File: src/rtl/pipe_hazard_ctrl.sv
// Pipeline sequencer: PC advance, IF/ID select, ID/EX bubble, back-end freeze.
// Resolves load-use, redirects, fetch wait and dmem busy; keeps perf counters.
module pipe_hazard_ctrl #(
  parameter int REG_AW = 5,
  parameter int CNT_W  = 32
) (
  input  logic              clk_i,
  input  logic              rst_ni,
  input  logic [REG_AW-1:0] id_rs1_i,
  input  logic [REG_AW-1:0] id_rs2_i,
  input  logic              id_rs1_used_i,
  input  logic              id_rs2_used_i,
  input  logic [REG_AW-1:0] ex_rd_i,
  input  logic              ex_mem_read_i,
  input  logic              ex_branch_taken_i,
  input  logic              imem_valid_i,
  input  logic              dmem_busy_i,
  output logic              pc_we_o,
  output logic              pc_sel_o,
  output logic [1:0]        ifid_sel_o,
  output logic              idex_flush_o,
  output logic              back_we_o,
  output logic [CNT_W-1:0]  stall_cnt_o,
  output logic [CNT_W-1:0]  flush_cnt_o
);

  typedef enum logic [1:0] {
    RUN     = 2'd0,
    REFETCH = 2'd1,
    FREEZE  = 2'd2
  } state_t;

  localparam logic [1:0] SEL_HOLD = 2'd0;
  localparam logic [1:0] SEL_NOP  = 2'd1;
  localparam logic [1:0] SEL_PASS = 2'd2;

  state_t state, state_nx;
  state_t saved, saved_nx;
  state_t eff;

  logic rs1_hit, rs2_hit, lu_hit;
  logic c_rst, c_frz, c_redir, c_lu, c_refetch, c_run;

  assign rs1_hit = id_rs1_used_i && (id_rs1_i == ex_rd_i);
  assign rs2_hit = id_rs2_used_i && (id_rs2_i == ex_rd_i);
  assign lu_hit  = ex_mem_read_i && (ex_rd_i != '0)
                 && (rs1_hit || rs2_hit);

  // on release from FREEZE, act as the state that was frozen
  assign eff = (state == FREEZE) ? saved : state;

  assign c_rst     = !rst_ni;
  assign c_frz     = rst_ni && dmem_busy_i;
  assign c_redir   = rst_ni && !dmem_busy_i && ex_branch_taken_i;
  assign c_lu      = rst_ni && !dmem_busy_i && !ex_branch_taken_i
                   && (eff == RUN) && lu_hit;
  assign c_refetch = rst_ni && !dmem_busy_i && !ex_branch_taken_i
                   && (eff == REFETCH);
  assign c_run     = rst_ni && !dmem_busy_i && !ex_branch_taken_i
                   && (eff == RUN) && !lu_hit;

  always_ff @(posedge clk_i or negedge rst_ni) begin
    if (!rst_ni) begin
      state <= REFETCH;
      saved <= REFETCH;
    end else begin
      state <= state_nx;
      saved <= saved_nx;
    end
  end

  always_comb begin
    state_nx = state;
    saved_nx = saved;
    if (dmem_busy_i) begin
      state_nx = FREEZE;
      if (state != FREEZE) saved_nx = state;
    end else if (ex_branch_taken_i) begin
      state_nx = REFETCH;
    end else begin
      unique case (eff)
        REFETCH: state_nx = imem_valid_i ? RUN : REFETCH;
        default: state_nx = RUN;
      endcase
    end
  end

  always_comb begin
    pc_we_o      = 1'b0;
    pc_sel_o     = 1'b0;
    ifid_sel_o   = SEL_NOP;
    idex_flush_o = 1'b0;
    back_we_o    = 1'b1;
    unique case (1'b1)
      c_rst: begin
        idex_flush_o = 1'b1;
        back_we_o    = 1'b0;
      end
      c_frz: begin
        ifid_sel_o = SEL_HOLD;
        back_we_o  = 1'b0;
      end
      c_redir: begin
        pc_we_o      = 1'b1;
        pc_sel_o     = 1'b1;
        idex_flush_o = 1'b1;
      end
      c_lu: begin
        ifid_sel_o   = SEL_HOLD;
        idex_flush_o = 1'b1;
      end
      c_refetch: begin
        pc_we_o = imem_valid_i;
      end
      c_run: begin
        pc_we_o    = imem_valid_i;
        ifid_sel_o = imem_valid_i ? SEL_PASS : SEL_NOP;
      end
      default: begin
        pc_we_o = 1'b0;
      end
    endcase
  end

  always_ff @(posedge clk_i or negedge rst_ni) begin
    if (!rst_ni) begin
      stall_cnt_o <= '0;
      flush_cnt_o <= '0;
    end else begin
      if (!pc_we_o) stall_cnt_o <= stall_cnt_o + CNT_W'(1);
      if (c_redir)  flush_cnt_o <= flush_cnt_o + CNT_W'(1);
    end
  end

endmodule

File: config.mk
export PLATFORM = sky130hd
export DESIGN_NAME = pipe_hazard_ctrl
export DESIGN_NICKNAME = d
export VERILOG_FILES = /design/src/rtl/pipe_hazard_ctrl.sv
export SDC_FILE = /design/constraint.sdc
export NUM_CORES = 1
export LEC_CHECK = 0
export ABC_AREA = 0
export ABC_CLOCK_PERIOD_IN_PS = 2500
export BUFFER_PORTS_ARGS = -buffer_cell sky130_fd_sc_hd__clkbuf_2
export CORE_ASPECT_RATIO = 1.5
export CORE_UTILIZATION = 55
export CTS_CLUSTER_SIZE = 16
export DETAILED_ROUTE_END_ITERATION = 16
export GPL_ROUTABILITY_DRIVEN = 0
export PLACE_DENSITY = 0.84
export SKIP_LAST_GASP = 1
export SYNTH_ARGS = -nofsm -noshare
export SYNTH_HDL_FRONTEND = slang
export SYNTH_SLANG_ARGS = --single-unit
File: constraint.sdc
create_clock -name clk_i -period 2.5 [get_ports clk_i]
set_input_delay 0.25 -clock clk_i [delete_from_list [all_inputs] [get_ports clk_i]]
set_output_delay 0.25 -clock clk_i [all_outputs]
set_load 0.01 [all_outputs]
== Word-level counts from Yosys, hierarchy flattened ==
Index checks and enable logic that the tools add are counted.
Cells by class
  add/subtract/negate cells: 2
  equality and inequality tests: 5
  mux-type cells: 11
  reductions and logical operators: 24
Operators by type and width (count)
  adder 32 x 1 -> 32 bit (second input constant): 2
  logical AND 1 bit: 12
  == test 5 bit: 2
  2-to-1 mux 2 bit: 4
  OR reduction 2 bit: 3
  2-to-1 mux 1 bit: 5
  nonzero test 5 bit: 1
  logical NOT 1 bit: 4
  case mux 2 bit (2 select lines): 1
  OR reduction 3 bit: 1
  == test 2 x 1 -> 1 bit (second input constant): 1
  == test 2 bit (second input constant): 1
  logical NOT 2 bit: 1
  inequality test 2 bit (second input constant): 1
  case mux 1 bit (2 select lines): 1
  AND reduction 2 bit: 1
  logical OR 1 bit: 1
Word-level totals
  bits in registers: 68
  bits of input ports: 23
  word-level logic and storage cells: 46

== Depth between registers and ports, before layout ==
  depth in word-level cells: 8
  depth in mapped cells: 8

== Worst setup path after synthesis ==
Ideal clock, no wire load.
  path type: register -> register
  from: reg stall_cnt_o[5]
  to: reg stall_cnt_o[28]
  library setup time: 127 ps
  arrival: 1650 ps
  data required time: 2373 ps
  setup slack: 723 ps
  stages on the path, launching flop included: 7
  cell sequence: dfrtp_1 nand4_1 nor3_2 nand3_2 nor3_4 nand4_1 xnor2_1
Between the ends
  word-level cells in the longest chain between the ends: 1
RTL lines
  start: declaration: RTL line 23  | output logic [CNT_W-1:0] stall_cnt_o,
  start signal: assignment: RTL line 130  | if (!pc_we_o) stall_cnt_o <= stall_cnt_o + CNT_W'(1);
  adder 32 x 1 -> 32 bit: RTL line 130
Every way passes these cells.
A chain may end at the register's enable or synchronous reset.

== Worst setup path after layout ==
  from: in rst_ni
  to: out idex_flush_o
Between the ends
  word-level cells in the longest chain between the ends: 6
RTL lines
  start: declaration: RTL line 8  | input logic rst_ni,
  logical AND 1 bit: RTL line 54, 55
  logical AND 1 bit: RTL line 55  | assign c_lu = rst_ni && !dmem_busy_i && !ex_branch_taken_i
  logical AND 1 bit (2 in series): RTL line 56  | && (eff == RUN) && lu_hit;
  OR reduction 3 bit (no line) *
  2-to-1 mux 1 bit *: RTL line 94  | unique case (1'b1)
  end: declaration: RTL line 21  | output logic idex_flush_o,
Every way passes the cells marked *; elsewhere a longest branch is shown, timed or not.

==> results.py <==
metrics = {
    "run_status": {
        "status": "finished, final reports clean",
    },
    "drt": {
        "vias_per_cell": 5.37,
        "vias": 2598,
        "drcViolationCount": 0,
        "wl_per_cell_um": 14.9,
        "final_antenna_net_count": 0,
        "drt_iter0_markers": 135,
        "drt_pre_antenna_iters": 5,
        "drt_wl_total_um": 7190,
    },
    "critical_path": {
        "crit_type": "in -> out",
        "worst_r2r_startpoint": "stall_cnt_o[5]$_DFFE_PN0N_",
        "reg2regPathDepth": 6,
        "worstPathMaxFanout": 6,
        "cp.required_ps": 2250,
        "cp.arrival_ps": 2000,
        "cp-end-kind": "output pin",
        "r2r_end": "stall_cnt_o[27]$_DFFE_PN0N_",
        "rrSetupSlack_ps": 480,
        "worstSetupStartpointType": "primary input",
    },
    "place": {
        "dpl.hpwl_um": 5200,
        "portBuffers": 92,
        "placedCellCount": 467,
    },
    "global_routing": {
        "grt_max_degree": 68,
        "grt.total_usage_pct": 25.5,
        "grt_pass1_wl_um": 12300,
        "antenna_found_initial": 0,
        "first_global_vias": 2663,
        "grt_overflow": 0,
    },
    "clock_tree": {
        "clkTransAtPathRegs_ps": 70,
        "cts_root_buf": "clkbuf_8",
        "cts_max_level": 3,
        "clk-insertion-delay-late_ps": 340,
        "tritoncts": "yes",
        "cts.sinks": 68,
        "cts_setup_buffers": 0,
        "cts_buffers": 9,
        "cts_buffer_depth": 2,
    },
    "min_path": {
        "whs_endpoint": "state[1]$_DFF_PN0_",
        "min-delay-start": "dmem_busy_i",
        "hp-class": "in -> reg",
        "hold_depth": 1,
    },
    "sta": {
        "relSlewSlack_pct": 60.3,
        "fmax_ghz": 0.444,
        "period_minus_slack_ps": 2250,
        "setup_viol": 0,
        "fin_worst_skew_ps": 8.68,
        "rsz0062_at_grt": "false",
        "hold_viol": 0,
        "timing.final.crit_share_pct": 90.0,
        "slew_viol_final": 0,
        "worst_pin_slew_ps": 596,
        "tns_ps": 0,
    },
    "synth": {
        "ys.warnings.count": 0,
        "synth.area.top_cells": "dfrtp_1 (50%), xnor2_1 (14%), xor2_1 (4.5%), nand4_1 (3.6%), nand2_1 (3.5%)",
        "ys_ff_latch": 68,
        "synthCells": 306,
        "synth_area_um2": 3330,
        "ys_seq_area_share_pct": 51.2,
        "synthXorXnorAreaFrac_pct": 18.9,
        "synthSimpleGateAreaFrac_pct": 23.8,
        "synth_top_area_share_pct": 49.6,
        "synth_top_family_by_area": "simple AND/OR/NAND/NOR gates",
        "ys_types": 42,
        "synth-compound-area-share_pct": 2.97,
        "synth_mux_area_share_pct": 0.338,
        "syn_avg_cell_area_um2": 10.9,
        "synth_fp_nets": 331,
        "yosysTopAreaCell": "dfrtp_1",
        "synthAdderAreaFrac_pct": 0.752,
    },
    "cells_and_area": {
        "final-seq-area_um2": 1700,
        "areaGrowthSynthToFinish_pct": 22.3,
        "final_cell_mix": "clkbuf_2 (91), dfrtp_1 (66), xnor2_1 (55)",
        "final_cells": 484,
        "num_antenna_cells": 0,
        "fillerInstances": 438,
        "final_nets": 432,
        "multi_input_area_um2": 1560,
        "drive_gt1_share_pct": 30.3,
        "final_common_cell": "clkbuf_2",
    },
    "power_and_ir_drop": {
        "vdd_drop_max_uv": 512,
        "p_leak_nw": 1.99,
        "power.density_nw_per_um2": 669,
    },
    "floorplanning": {
        "die_area_um2": 6370,
        "start_util_pct": 57.1,
        "io_pins": 93,
        "placeableCoreArea_um2": 5830,
        "dieWidth_um": 65.5,
        "die_height_um": 97.3,
        "std_cell_rows": 34,
    },
    "run": {
        "drv_cap": 0,
    },
}
## report_power, final
group	total (mW)	leakage (nW)	switching, mW	internal, mW
Sequential	1.35	0.918	0.142	1.21
Clock	0.905	0.0979	0.387	0.518
Combinational	0.468	0.978	0.256	0.213
## synth_stat cells
| cell | number |
|---|---|
| dfrtp_1 | 66 |
| xnor2_1 | 55 |
| nand2_1 | 31 |
| nand3_1 | 19 |
| nand4_1 | 19 |
| and3_1 | 18 |
| xor2_1 | 17 |
| nor2_1 | 16 |
| nand3_2 | 7 |
| inv_1 | 6 |
| a21oi_1 | 4 |
| nor3_1 | 4 |
| and2_1 | 3 |
| nand4b_1 | 3 |
| o21ai_0 | 3 |
| and4_1 | 2 |
| buf_1 | 2 |
| buf_2 | 2 |
| buf_6 | 2 |
| dfstp_2 | 2 |
| ha_1 | 2 |
| nor2b_1 | 2 |
| nor3_2 | 2 |
| a22o_1 | 1 |
| a2bb2oi_1 | 1 |
| a32oi_1 | 1 |
| and2_0 | 1 |
| and4b_1 | 1 |
| inv_2 | 1 |
| mux2_2 | 1 |
| nand2b_1 | 1 |
| nor3_4 | 1 |
| nor4_1 | 1 |
| nor4_2 | 1 |
| nor4_4 | 1 |
| nor4bb_1 | 1 |
| o211ai_2 | 1 |
| o21a_1 | 1 |
| o21ai_2 | 1 |
| o311ai_0 | 1 |
| or2b_1 | 1 |
| or4_1 | 1 |
## flip-flops by register name, summed over array words and instances (netlist names)
signal	flops
flush_cnt_o	32
stall_cnt_o	32
saved	2
state	2
## worst max-delay path: stages
cell and delay, ps:
dlygate4sd3_1 540, buf_2 180, nor2b_1 290, nand3_1 180, o311ai_0 370, clkbuf_2 190
## stage by stage
stage / hold slack [ps] / setup slack [ps] / power (mW) / cell area [um^2] / util [%]
4_1_cts: 127 / 55.8 / 2.75 / 4070 / 69.8
2_1_floorplan: -45.6 / 723 / 1.60 / 3330 / -
6_report: 139 / 249 / 2.72 / 4070 / 69.9
3_5_place_dp: 71.3 / 403 / 1.84 / 3860 / 66.3
5_1_grt: 136 / 72.7 / 2.86 / 4070 / 69.9
3_3_place_gp: 68.2 / 479 / 1.80 / 3860 / 66.3
## how the worst max path moves through the flow
stage / startpoint / end / slack (ps)
2_1_floorplan: stall_cnt_o[5]$_DFFE_PN0N_ / stall_cnt_o[28]$_DFFE_PN0N_ / 720
6_report: rst_ni / idex_flush_o / 250
3_3_place_gp: ex_rd_i[3] / stall_cnt_o[3]$_DFFE_PN0N_ / 480
4_1_cts: rst_ni / idex_flush_o / 60
5_1_grt: rst_ni / idex_flush_o / 70
3_5_place_dp: ex_rd_i[3] / stall_cnt_o[3]$_DFFE_PN0N_ / 400
## area by class of cell
cell class                 count  area share [%]
clock inverter                 1           0.738
clock buffer                  15            4.09
tap                           72            2.21
timing repair buffer          96            12.2
sequential                    68            41.9
multi-input combinational    225            38.3
inverter                       7           0.645
## per-layer routing
layer / global-route usage (%) / part of all wire [%] / up-vias
met5: 0 / 0 / -
met4: 13.2 / 2.4 / 0
met3: 5.40 / 3.9 / 16
met2: 41.0 / 52 / 82
met1: 31.5 / 42 / 1240
li1: - / - / 1260
## logic make-up after synthesis
family	Yosys count
simple gates	136
xor+xnor	72
flops	68
compound gates	14
buf+inv	13
fa+ha+maj	2
mux	1
## timing repair
item                       in CTS  in global routing
hold buffers                    1                  0
hold endpoints to repair        2                  0
setup endpoints to repair       0                  1
resized for setup               0                  1
No activity file was read; power rests on OpenSTA's default activity.
